## src/rtl/convolution_procesor_pkg.sv

```systemverilog
// rtl/convolution_procesor_pkg.sv - shared widths, kernel length and host FSM states
package convolution_procesor_pkg;

  localparam int DATAY_W      = 8;
  localparam int MEMY_ADDR_W  = 5;
  localparam int SIZEY_W      = 5;
  localparam int DATAZ_W      = 16;
  localparam int MEMZ_ADDR_W  = 6;
  // Kernel length; must equal the processor's internal SIZEH.
  localparam int KERNEL_SIZEH = 10;

  typedef enum logic [2:0] {
    IDLE,
    LOAD,
    START,
    WAIT,
    DRAIN_RD,
    DRAIN_OUT
  } state_e;

endpackage

```

## src/rtl/convolution_procesor_dp_ram.sv

```systemverilog
// rtl/convolution_procesor_dp_ram.sv - one write port, one registered read port
module convolution_procesor_dp_ram #(
  parameter int WIDTH  = 8,
  parameter int ADDR_W = 5
) (
  input  logic              clk_i,
  input  logic              rstn_i,
  input  logic              we_i,
  input  logic [ADDR_W-1:0] waddr_i,
  input  logic [WIDTH-1:0]  wdata_i,
  input  logic              re_i,
  input  logic [ADDR_W-1:0] raddr_i,
  output logic [WIDTH-1:0]  rdata_o
);

  logic [WIDTH-1:0] mem_q [2**ADDR_W];
  logic [WIDTH-1:0] rdata_q;

  always_ff @(posedge clk_i) begin
    if (we_i) mem_q[waddr_i] <= wdata_i;
  end

  // Only the output register is reset so the read data starts at zero.
  always_ff @(posedge clk_i or negedge rstn_i) begin
    if (!rstn_i)   rdata_q <= '0;
    else if (re_i) rdata_q <= mem_q[raddr_i];
  end

  assign rdata_o = rdata_q;

endmodule

```

## src/rtl/convolution_procesor_mem_host.sv

```systemverilog
// rtl/convolution_procesor_mem_host.sv - Y/Z RAMs and host sequencing for the convolution processor
module convolution_procesor_mem_host
  import convolution_procesor_pkg::*;
#(
  parameter int DATA_WIDTH_DATAY     = DATAY_W,
  parameter int DATA_WIDTH_MEMY_ADDR = MEMY_ADDR_W,
  parameter int DATA_WIDTH_SIZEY     = SIZEY_W,
  parameter int DATA_WIDTH_DATAZ     = DATAZ_W,
  parameter int DATA_WIDTH_MEMZ_ADDR = MEMZ_ADDR_W,
  parameter int SIZEH                = KERNEL_SIZEH
) (
  input  logic                            clk,
  input  logic                            rstn,
  input  logic [DATA_WIDTH_DATAY-1:0]     in_data,
  input  logic                            in_valid,
  input  logic                            in_last,
  output logic                            in_ready,
  output logic [DATA_WIDTH_DATAZ-1:0]     out_data,
  output logic                            out_valid,
  output logic                            out_last,
  input  logic                            out_ready,
  output logic                            err_overflow,
  output logic [DATA_WIDTH_SIZEY-1:0]     conv_sizeY,
  output logic                            conv_start,
  input  logic                            conv_busy,
  input  logic                            conv_done,
  input  logic [DATA_WIDTH_MEMY_ADDR-1:0] conv_memY_addr,
  output logic [DATA_WIDTH_DATAY-1:0]     conv_dataY,
  input  logic [DATA_WIDTH_MEMZ_ADDR-1:0] conv_memZ_addr,
  input  logic [DATA_WIDTH_DATAZ-1:0]     conv_dataZ,
  input  logic                            conv_writeZ
);

  localparam logic [DATA_WIDTH_MEMZ_ADDR-1:0] SIZEH_M1 = DATA_WIDTH_MEMZ_ADDR'(SIZEH - 1);

  state_e                          state_q;
  logic [DATA_WIDTH_MEMY_ADDR-1:0] wcnt_q;
  logic [DATA_WIDTH_SIZEY-1:0]     size_q;
  logic [DATA_WIDTH_MEMZ_ADDR-1:0] rptr_q, ztot_q, ztot_d;
  logic                            in_ready_q, out_valid_q, out_last_q, start_q, err_q;
  logic                            in_fire, out_fire, y_full;
  logic [DATA_WIDTH_MEMY_ADDR-1:0] y_waddr;
  logic [DATA_WIDTH_DATAZ-1:0]     z_rdata;

  assign in_fire  = in_valid & in_ready_q;
  assign out_fire = out_valid_q & out_ready;
  assign y_full   = (wcnt_q == '1);
  assign y_waddr  = (state_q == IDLE) ? '0 : wcnt_q;
  assign ztot_d   = DATA_WIDTH_MEMZ_ADDR'(size_q) + SIZEH_M1;

  always_ff @(posedge clk or negedge rstn) begin
    if (!rstn) begin
      state_q     <= IDLE;
      wcnt_q      <= '0;
      size_q      <= '0;
      rptr_q      <= '0;
      ztot_q      <= '0;
      in_ready_q  <= 1'b0;
      out_valid_q <= 1'b0;
      out_last_q  <= 1'b0;
      start_q     <= 1'b0;
      err_q       <= 1'b0;
    end else begin
      start_q <= 1'b0;
      case (state_q)
        IDLE: begin
          in_ready_q <= 1'b1;
          if (in_fire) begin
            err_q  <= 1'b0;
            wcnt_q <= DATA_WIDTH_MEMY_ADDR'(1);
            if (in_last) begin
              size_q     <= DATA_WIDTH_SIZEY'(1);
              start_q    <= 1'b1;
              in_ready_q <= 1'b0;
              state_q    <= START;
            end else begin
              state_q <= LOAD;
            end
          end
        end
        LOAD: begin
          if (in_fire) begin
            wcnt_q <= wcnt_q + 1'b1;
            // The last RAM slot closes the load even without in_last; sizeY saturates at 31.
            if (in_last || y_full) begin
              size_q     <= y_full ? '1 : DATA_WIDTH_SIZEY'(wcnt_q + 1'b1);
              err_q      <= y_full & ~in_last;
              start_q    <= 1'b1;
              in_ready_q <= 1'b0;
              state_q    <= START;
            end
          end
        end
        START: state_q <= WAIT;
        WAIT: begin
          if (conv_done) begin
            ztot_q  <= ztot_d;
            rptr_q  <= '0;
            state_q <= DRAIN_RD;
          end
        end
        DRAIN_RD: begin
          out_valid_q <= 1'b1;
          out_last_q  <= (rptr_q == ztot_q - 1'b1);
          state_q     <= DRAIN_OUT;
        end
        DRAIN_OUT: begin
          if (out_fire) begin
            rptr_q      <= rptr_q + 1'b1;
            out_valid_q <= 1'b0;
            out_last_q  <= 1'b0;
            if (out_last_q) begin
              in_ready_q <= 1'b1;
              state_q    <= IDLE;
            end else begin
              state_q <= DRAIN_RD;
            end
          end
        end
        default: state_q <= IDLE;
      endcase
    end
  end

  convolution_procesor_dp_ram #(.WIDTH(DATA_WIDTH_DATAY), .ADDR_W(DATA_WIDTH_MEMY_ADDR)) u_ram_y (
    .clk_i   (clk),
    .rstn_i  (rstn),
    .we_i    (in_fire),
    .waddr_i (y_waddr),
    .wdata_i (in_data),
    .re_i    (1'b1),
    .raddr_i (conv_memY_addr),
    .rdata_o (conv_dataY)
  );

  // Z is only read in DRAIN_RD so the presented sample holds through back-pressure.
  convolution_procesor_dp_ram #(.WIDTH(DATA_WIDTH_DATAZ), .ADDR_W(DATA_WIDTH_MEMZ_ADDR)) u_ram_z (
    .clk_i   (clk),
    .rstn_i  (rstn),
    .we_i    (conv_writeZ),
    .waddr_i (conv_memZ_addr),
    .wdata_i (conv_dataZ),
    .re_i    (state_q == DRAIN_RD),
    .raddr_i (rptr_q),
    .rdata_o (z_rdata)
  );

  assign in_ready     = in_ready_q;
  assign out_valid    = out_valid_q;
  assign out_last     = out_last_q;
  assign out_data     = out_valid_q ? z_rdata : '0;
  assign conv_start   = start_q;
  assign conv_sizeY   = size_q;
  assign err_overflow = err_q;

  busy_after_start: assert property (@(posedge clk) disable iff (!rstn)
    $past(start_q, 2) |-> (conv_busy || $past(conv_busy)));

endmodule

```

## config.mk

```make
export PLATFORM = sky130hd
export DESIGN_NAME = convolution_procesor_mem_host
export DESIGN_NICKNAME = d
export VERILOG_FILES = /design/src/rtl/convolution_procesor_pkg.sv /design/src/rtl/convolution_procesor_dp_ram.sv /design/src/rtl/convolution_procesor_mem_host.sv
export SDC_FILE = /design/constraint.sdc
export NUM_CORES = 1
export LEC_CHECK = 0
export BUFFER_PORTS_ARGS = -buffer_cell sky130_fd_sc_hd__buf_4
export CAP_MARGIN = 20
export CORE_MARGIN = 2
export CORE_UTILIZATION = 65
export DETAILED_ROUTE_END_ITERATION = 8
export GPL_TIMING_DRIVEN = 0
export HOLD_SLACK_MARGIN = 0.12
export PLACE_DENSITY_LB_ADDON = 0.12
export SETUP_SLACK_MARGIN = 0.2
export SLEW_MARGIN = 20
export SYNTH_ARGS = -nofsm -noshare
export SYNTH_HDL_FRONTEND = slang
export SYNTH_SLANG_ARGS = --single-unit
```

## constraint.sdc

```tcl
create_clock -name clk -period 4.36 [get_ports clk]
set_input_delay 1.308 -clock clk [delete_from_list [all_inputs] [get_ports clk]]
set_output_delay 1.308 -clock clk [all_outputs]
set_load 0.02 [all_outputs]
```

After elaboration in Yosys (flattened, before gate mapping)
Memories as Yosys holds them, arrays and structs flattened. A register that Yosys moved wholly into a read port is not among the register bits.
Cells that the tools add are included.
{"block": "word_totals", "register_bits": 30, "ramBits": 1280, "in_bits": 43, "elab_cells": 95, "memories": 2}
{"block": "classes", "addsub": 4, "eq_ne": 14, "mux": 45, "bitwise": 4, "n_reduce_logical": 16}
{"memory": "u_ram_z.mem_q", "words": 64, "word_bits": 16, "read_ports": 1, "rd_clocked_by_memory_dff": 1, "write_ports": 1, "line": "convolution_procesor_dp_ram.sv:16", "text": "logic [WIDTH-1:0] mem_q [2**ADDR_W];"}
{"memory": "u_ram_y.mem_q", "words": 32, "word_bits": 8, "read_ports": 1, "rd_clocked_by_memory_dff": 1, "write_ports": 1, "line": "convolution_procesor_dp_ram.sv:16"}
{"op": "$mux W5", "count": 8}
{"op": "$pmux W5 S2", "count": 2}
{"op": "$mux W1", "count": 18}
{"op": "$mux W3", "count": 6}
{"op": "$pmux W3 S6", "count": 1}
{"op": "$mux W16", "count": 1}
{"op": "$reduce_and A5 Y1", "count": 3}
{"op": "$ne A2 B2 Y1 const B", "count": 7}
{"op": "$mux W6", "count": 2}
{"op": "$pmux W6 S2", "count": 1}
{"op": "$pmux W1 S2", "count": 4}
{"op": "$add A5 B4 Y6 const B", "count": 1}
{"op": "$add A6 B1 Y6 const B", "count": 1}
{"op": "$eq A3 B2 Y1 const B", "count": 2}
{"op": "$eq A3 B3 Y1 const B", "count": 2}
{"op": "$eq A6 B6 Y1", "count": 1}
{"op": "$reduce_and A3 Y1", "count": 2}
{"op": "$reduce_bool A2 Y1", "count": 3}
{"op": "$sub A6 B1 Y6 const B", "count": 1}
{"op": "$add A5 B1 Y5 const B", "count": 1}
{"op": "$eq A5 B5 Y1 const B", "count": 1}
{"op": "$reduce_and A2 Y1", "count": 2}
{"op": "$reduce_and A4 Y1", "count": 1}
{"op": "$and A1 B1 Y1", "count": 3}
{"op": "8 further kinds", "count": 9}

Longest topological paths before layout
{"block": "logic_depth", "word_depth": 5, "mapped_depth": 10, "mapped_depth_nobuf": 8}

Hierarchy
A second synthesis with hierarchy kept.
{"block": "hier_totals", "cells_unflattened": 2689, "hier_area_um2": 52175.0}
{"module": "convolution_procesor_dp_ram at u_ram_z", "n_inst": 1, "cells_per_inst": 1897, "area_each_um2": 39925.8, "seq_area_each_um2": 31149.9}
{"module": "convolution_procesor_dp_ram at u_ram_y", "n_inst": 1, "cells_per_inst": 591, "area_each_um2": 10421.2, "seq_area_each_um2": 7887.6}
{"module": "convolution_procesor_mem_host", "n_inst": 1, "cells_per_inst": 201, "area_each_um2": 1828.0, "seq_area_each_um2": 750.7}

Worst setup path before layout
No wires, ideal clock.
{"block": "synth_timing", "path_type": "input -> register", "startpoint": "in conv_writeZ", "endpoint": "mem u_ram_z.mem_q[46][0] in the netlist's numbering (enable)", "setup_ns": 0.409, "t_arrival_ns": 3.081, "required_ns": 3.951, "setup_slack_ns": 0.870, "stages": 3, "n_path_buf": 1, "path_cell_list": "clkbuf_1 > nand4b_1 > nor3_1"}
{"block": "synth_via", "elab_chain_len": 2}
{"element": "from (decl)", "line": "convolution_procesor_mem_host.sv:31", "text": "input logic conv_writeZ"}
{"element": "$mux W1", "line": "convolution_procesor_dp_ram.sv:20", "text": "if (we_i) mem_q[waddr_i] <= wdata_i;"}
{"element": "$mux W1 (implied by the code)", "line": "convolution_procesor_dp_ram.sv:20"}
{"element": "to (decl)", "line": "convolution_procesor_dp_ram.sv:16"}
Every way passes these cells.

==> summary.md <==
| Metric | Value |
|---|---|
| Post-DP HPWL | approximately 86000 microns |
| Crit start category | flip-flop |
| Row cnt | approximately 100 |
| # Max-Cap Violations | 0 |
| Post-CTS Setup Inserts | 0 |
| DR vias/cell | 7.09 |
| Most area-hungry cell type in the Yosys netlist | edfxtp_1 |
| Final Max Tran Viols | 0 |
| Placed inst area | 54400 sq um |
| Cell internal pwr | 23800 uW |
| Setup Skew | 0.0207 ns |
| Final worst-path cycle share | between 90% and 100% |
| Antenna violations before repair | 4 |
| Clock power frac | around a third |
| Fin cells | 3872 |
| Hold wc startpoint | in_ready |
| Critical Path RT | about 5 ns |
| Worst IR drop on VDD | around 0.42 mV |
| Initial Utilization | between 60% and 70% |
| Via count | around 27000 |
| Syn Area/Cell | 20.9 sq um |
| Global placer's final weighted congestion | ~0.97 |
| Total number of H-tree levels | 4 |
| Synth Register Bits | ~1300 |
| Tot GR Track Use | 33.6% |
| Cts repair resizes | 0 |
| Synth area leaders | edfxtp_1 74%, mux4_2 13%, dfrtp_1 2.6% |
| Syn nets | 2526 |
| R2r endpoint | u_ram_z.rdata_o[8] |
| Die Ht | roughly 290 microns |
| Buf/Inv on CP | 3 |
| Hold-critical path depth | 1 |
| Final setup violation count | 0 |
| CP max stage delay | 0.76 ns |
| Total gr overflow | 0 |
| Final #Nets | approximately 2800 |
| Sw Pwr | between 9000 and 10000 uW |
| Iter 0 DRT Violations | between 3000 and 4000 |
| Fmax achieved | about 250 MHz |
| Drt drc | 0 |
| # port buffers | a little under 70 |
| CP Cell Sequence | buf_2 -> buf_1 -> or2_2 -> buf_1 -> o22ai_1 -> o21ai_0 -> o2111ai_1 -> o21ai_1 |
| Gate power share | 24.5% |
| Hold_buf cts | 0 |
| Slowest cell on crit path | buf_1 |
| Io pins | between 70 and 80 |
| Die width | between 200 and 300 microns |
| Leak | 0.0187 uW |
| CP Max Fanout | 10 |
| Endpoint, Worst Hold | in_ready |
| First-pass DRT Iterations | 6 |
| Share of power burned in registers | a little over two fifths |
| Finished Cell Area | approximately 60000 sq um |
| Drt total wl | ~130000 microns |
| Sink Count | around 1300 |
| Number of global-route vias before repair | around 27000 |
| Slew HR | between 20% and 30% |
| R2R Path Start | rptr_q[1] |
| Clock Path Buffers | 3 |
| Unrepaired setup endpoints after global routing | false |
| Synth Warn # | 0 |
| Antenna-violating nets left | 0 |
| CP endpoint kind | flip-flop |
| Mapped cell area | 51800 sq um |
| Die area | between 80000 and 90000 sq um |
| Hold crit path type | reg -> reg |
| Area growth syn-to-layout | 13.0% |
| Crit path kind | reg -> reg |
| Commonest cells in the synthesized netlist | 1280 x edfxtp_1, 304 x mux4_2, 141 x nor2_1, 110 x mux2i_1, 73 x nand2_1 |
| R2r setup slk | approximately 0.35 ns |
| CP startpoint | rptr_q[1] |
| Worst Path Arrival | ~4.6 ns |
| CTS Buf Count | ~130 |
| Crit path time final | 4.01 ns |
| Register area share after synthesis | roughly three quarters |
| Reg clk slew, reported paths | ~0.06 ns |
| Top cell type's share of synthesized area | between 70% and 80% |
| Delay-heaviest family, CP | buffers and inverters |
| Most used flip-flop cell after synthesis | edfxtp_1 |
| Worst-Margin Slew | roughly 1.1 ns |
| CP most frequent cell | buf_1 |
| Final Hold Vio Count | 0 |
| Status | finished clean |
| Power, Total | between 30000 and 40000 uW |
| First-pass GRT wire length | 192000 microns |
| CTS tree | done |
| Top-count cell post-synth | edfxtp_1 |
| Worst-Skew Late Latency | ~0.73 ns |
| Largest net degree at the start of global routing | 65 |
| Library cells used by synthesis | 57 |
| CTS root buf | clkbuf_16 |
| Share of flip-flops with an asynchronous set or reset | slightly above 4% |
| Count of flip-flops with a built-in enable after synthesis | about 1300 |
| Drt wl/cell | around 35 microns |
| Worst r2r path cells | 8 |
| PD cells | 576 nW/um^2 |
| Cells after Synth | 2477 |
| Core area | 79000 sq um |
| Post-Place Cells | about 3600 |
| Switching Fraction | just under 30% |
| Proportion of layout cells with a drive suffix above 1 | between 20% and 30% |
[cells in the final DEF, fill, tap and decap left out, drive strengths merged, types with 22 or more instances in the layout]
cell,instances
clkbuf,240
dfrtp,54
and2,22
mux2i,110
a21oi,27
clkinv,49
buf,172
nor2,141
o22ai,44
edfxtp,1280
mux4,304
nand2,73
o21ai,49
[metrics by stage]
step / setup WS (ns) / setup TNS (ns) / utilization [%] / hold WS, ns
6_report: 0.350 / 0 / 74.1 / 0.564
5_1_grt: 0.305 / 0 / 74.1 / 0.595
4_1_cts: 0.317 / 0 / 74.1 / 0.570
3_5_place_dp: 0.432 / 0 / 68.9 / 0.541
3_3_place_gp: -0.688 / -25.32 / 67.9 / 0.518
2_1_floorplan: 0.870 / 0 / - / 0.470
[power groups by stage]
stage          logic [uW]  clock network (uW)  registers, uW
5_1_grt              8570               11500          14600
3_3_place_gp         7900                   0          14800
4_1_cts              8150               11000          14600
6_report             8280               10900          14600
2_1_floorplan        4960                   0          14800
3_5_place_dp         8090                   0          14800
[area by class of cell]
cell class | count | area (sq um)
Sequential cell | 1334 | 39800
Inverter | 15 | 56.3
Buffer | 133 | 688
Timing Repair Buffer | 106 | 941
Clock buffer | 175 | 3640
Antenna cell | 3 | 7.51
Fill cell | 4357 | 20400
Multi-Input combinational cell | 995 | 11600
Tap cell | 1050 | 1310
Clock inverter | 61 | 480
[per-layer routing]
layer	vias to the layer above	global-route usage [%]	routed length (microns)
li1	10792	-	-
met3	342	9.52	16700
met1	14321	47.2	49000
met5	-	0	24
met2	1980	50.8	62600
met4	4	14.4	6340
[how the worst max path moves through the flow]
stage,end,slack [ns],depth (start not counted)
2_1_floorplan,u_ram_z.mem_q[46][0],0.87,3
3_3_place_gp,u_ram_z.mem_q[46][9],-0.69,4
3_5_place_dp,u_ram_z.rdata_o[5],0.43,8
4_1_cts,u_ram_z.rdata_o[5],0.32,8
5_1_grt,u_ram_z.rdata_o[8],0.30,8
6_report,u_ram_z.rdata_o[8],0.35,8
[logic make-up after synthesis]
| logic type | after synthesis | synth area share [%] |
|---|---|---|
| DFF | 1334 | 76.8 |
| muxes | 425 | 15.6 |
| and+or+nand+nor | 328 | 2.91 |
| AOI/OAI and AO/OA | 222 | 2.94 |
| buffers and inverters | 148 | 1.43 |
| xor gates and xnor gates | 14 | 0.237 |
| adders and majority gates | 6 | 0.145 |
[registers in the layout, indices dropped and copies added, names as in the netlist]
signal / cells
conv_sizeY: 5
out_valid: 1
wcnt_q: 5
u_ram_z.rdata_o: 16
ztot_q: 6
err_overflow: 1
u_ram_y.mem_q: 256
state_q: 3
out_last: 1
u_ram_z.mem_q: 1024
in_ready: 1
conv_start: 1
u_ram_y.rdata_o: 8
rptr_q: 6
[worst register-to-register path, cell delays in order (launching register included)]
cell and delay [ns]:
dfrtp_1 0.37, buf_2 0.39, buf_1 0.76, or2_2 0.24, buf_1 0.57, o22ai_1 0.21
o21ai_0 0.67, o2111ai_1 0.49, o21ai_1 0.22
No activity file was read; power rests on OpenSTA's default activity.
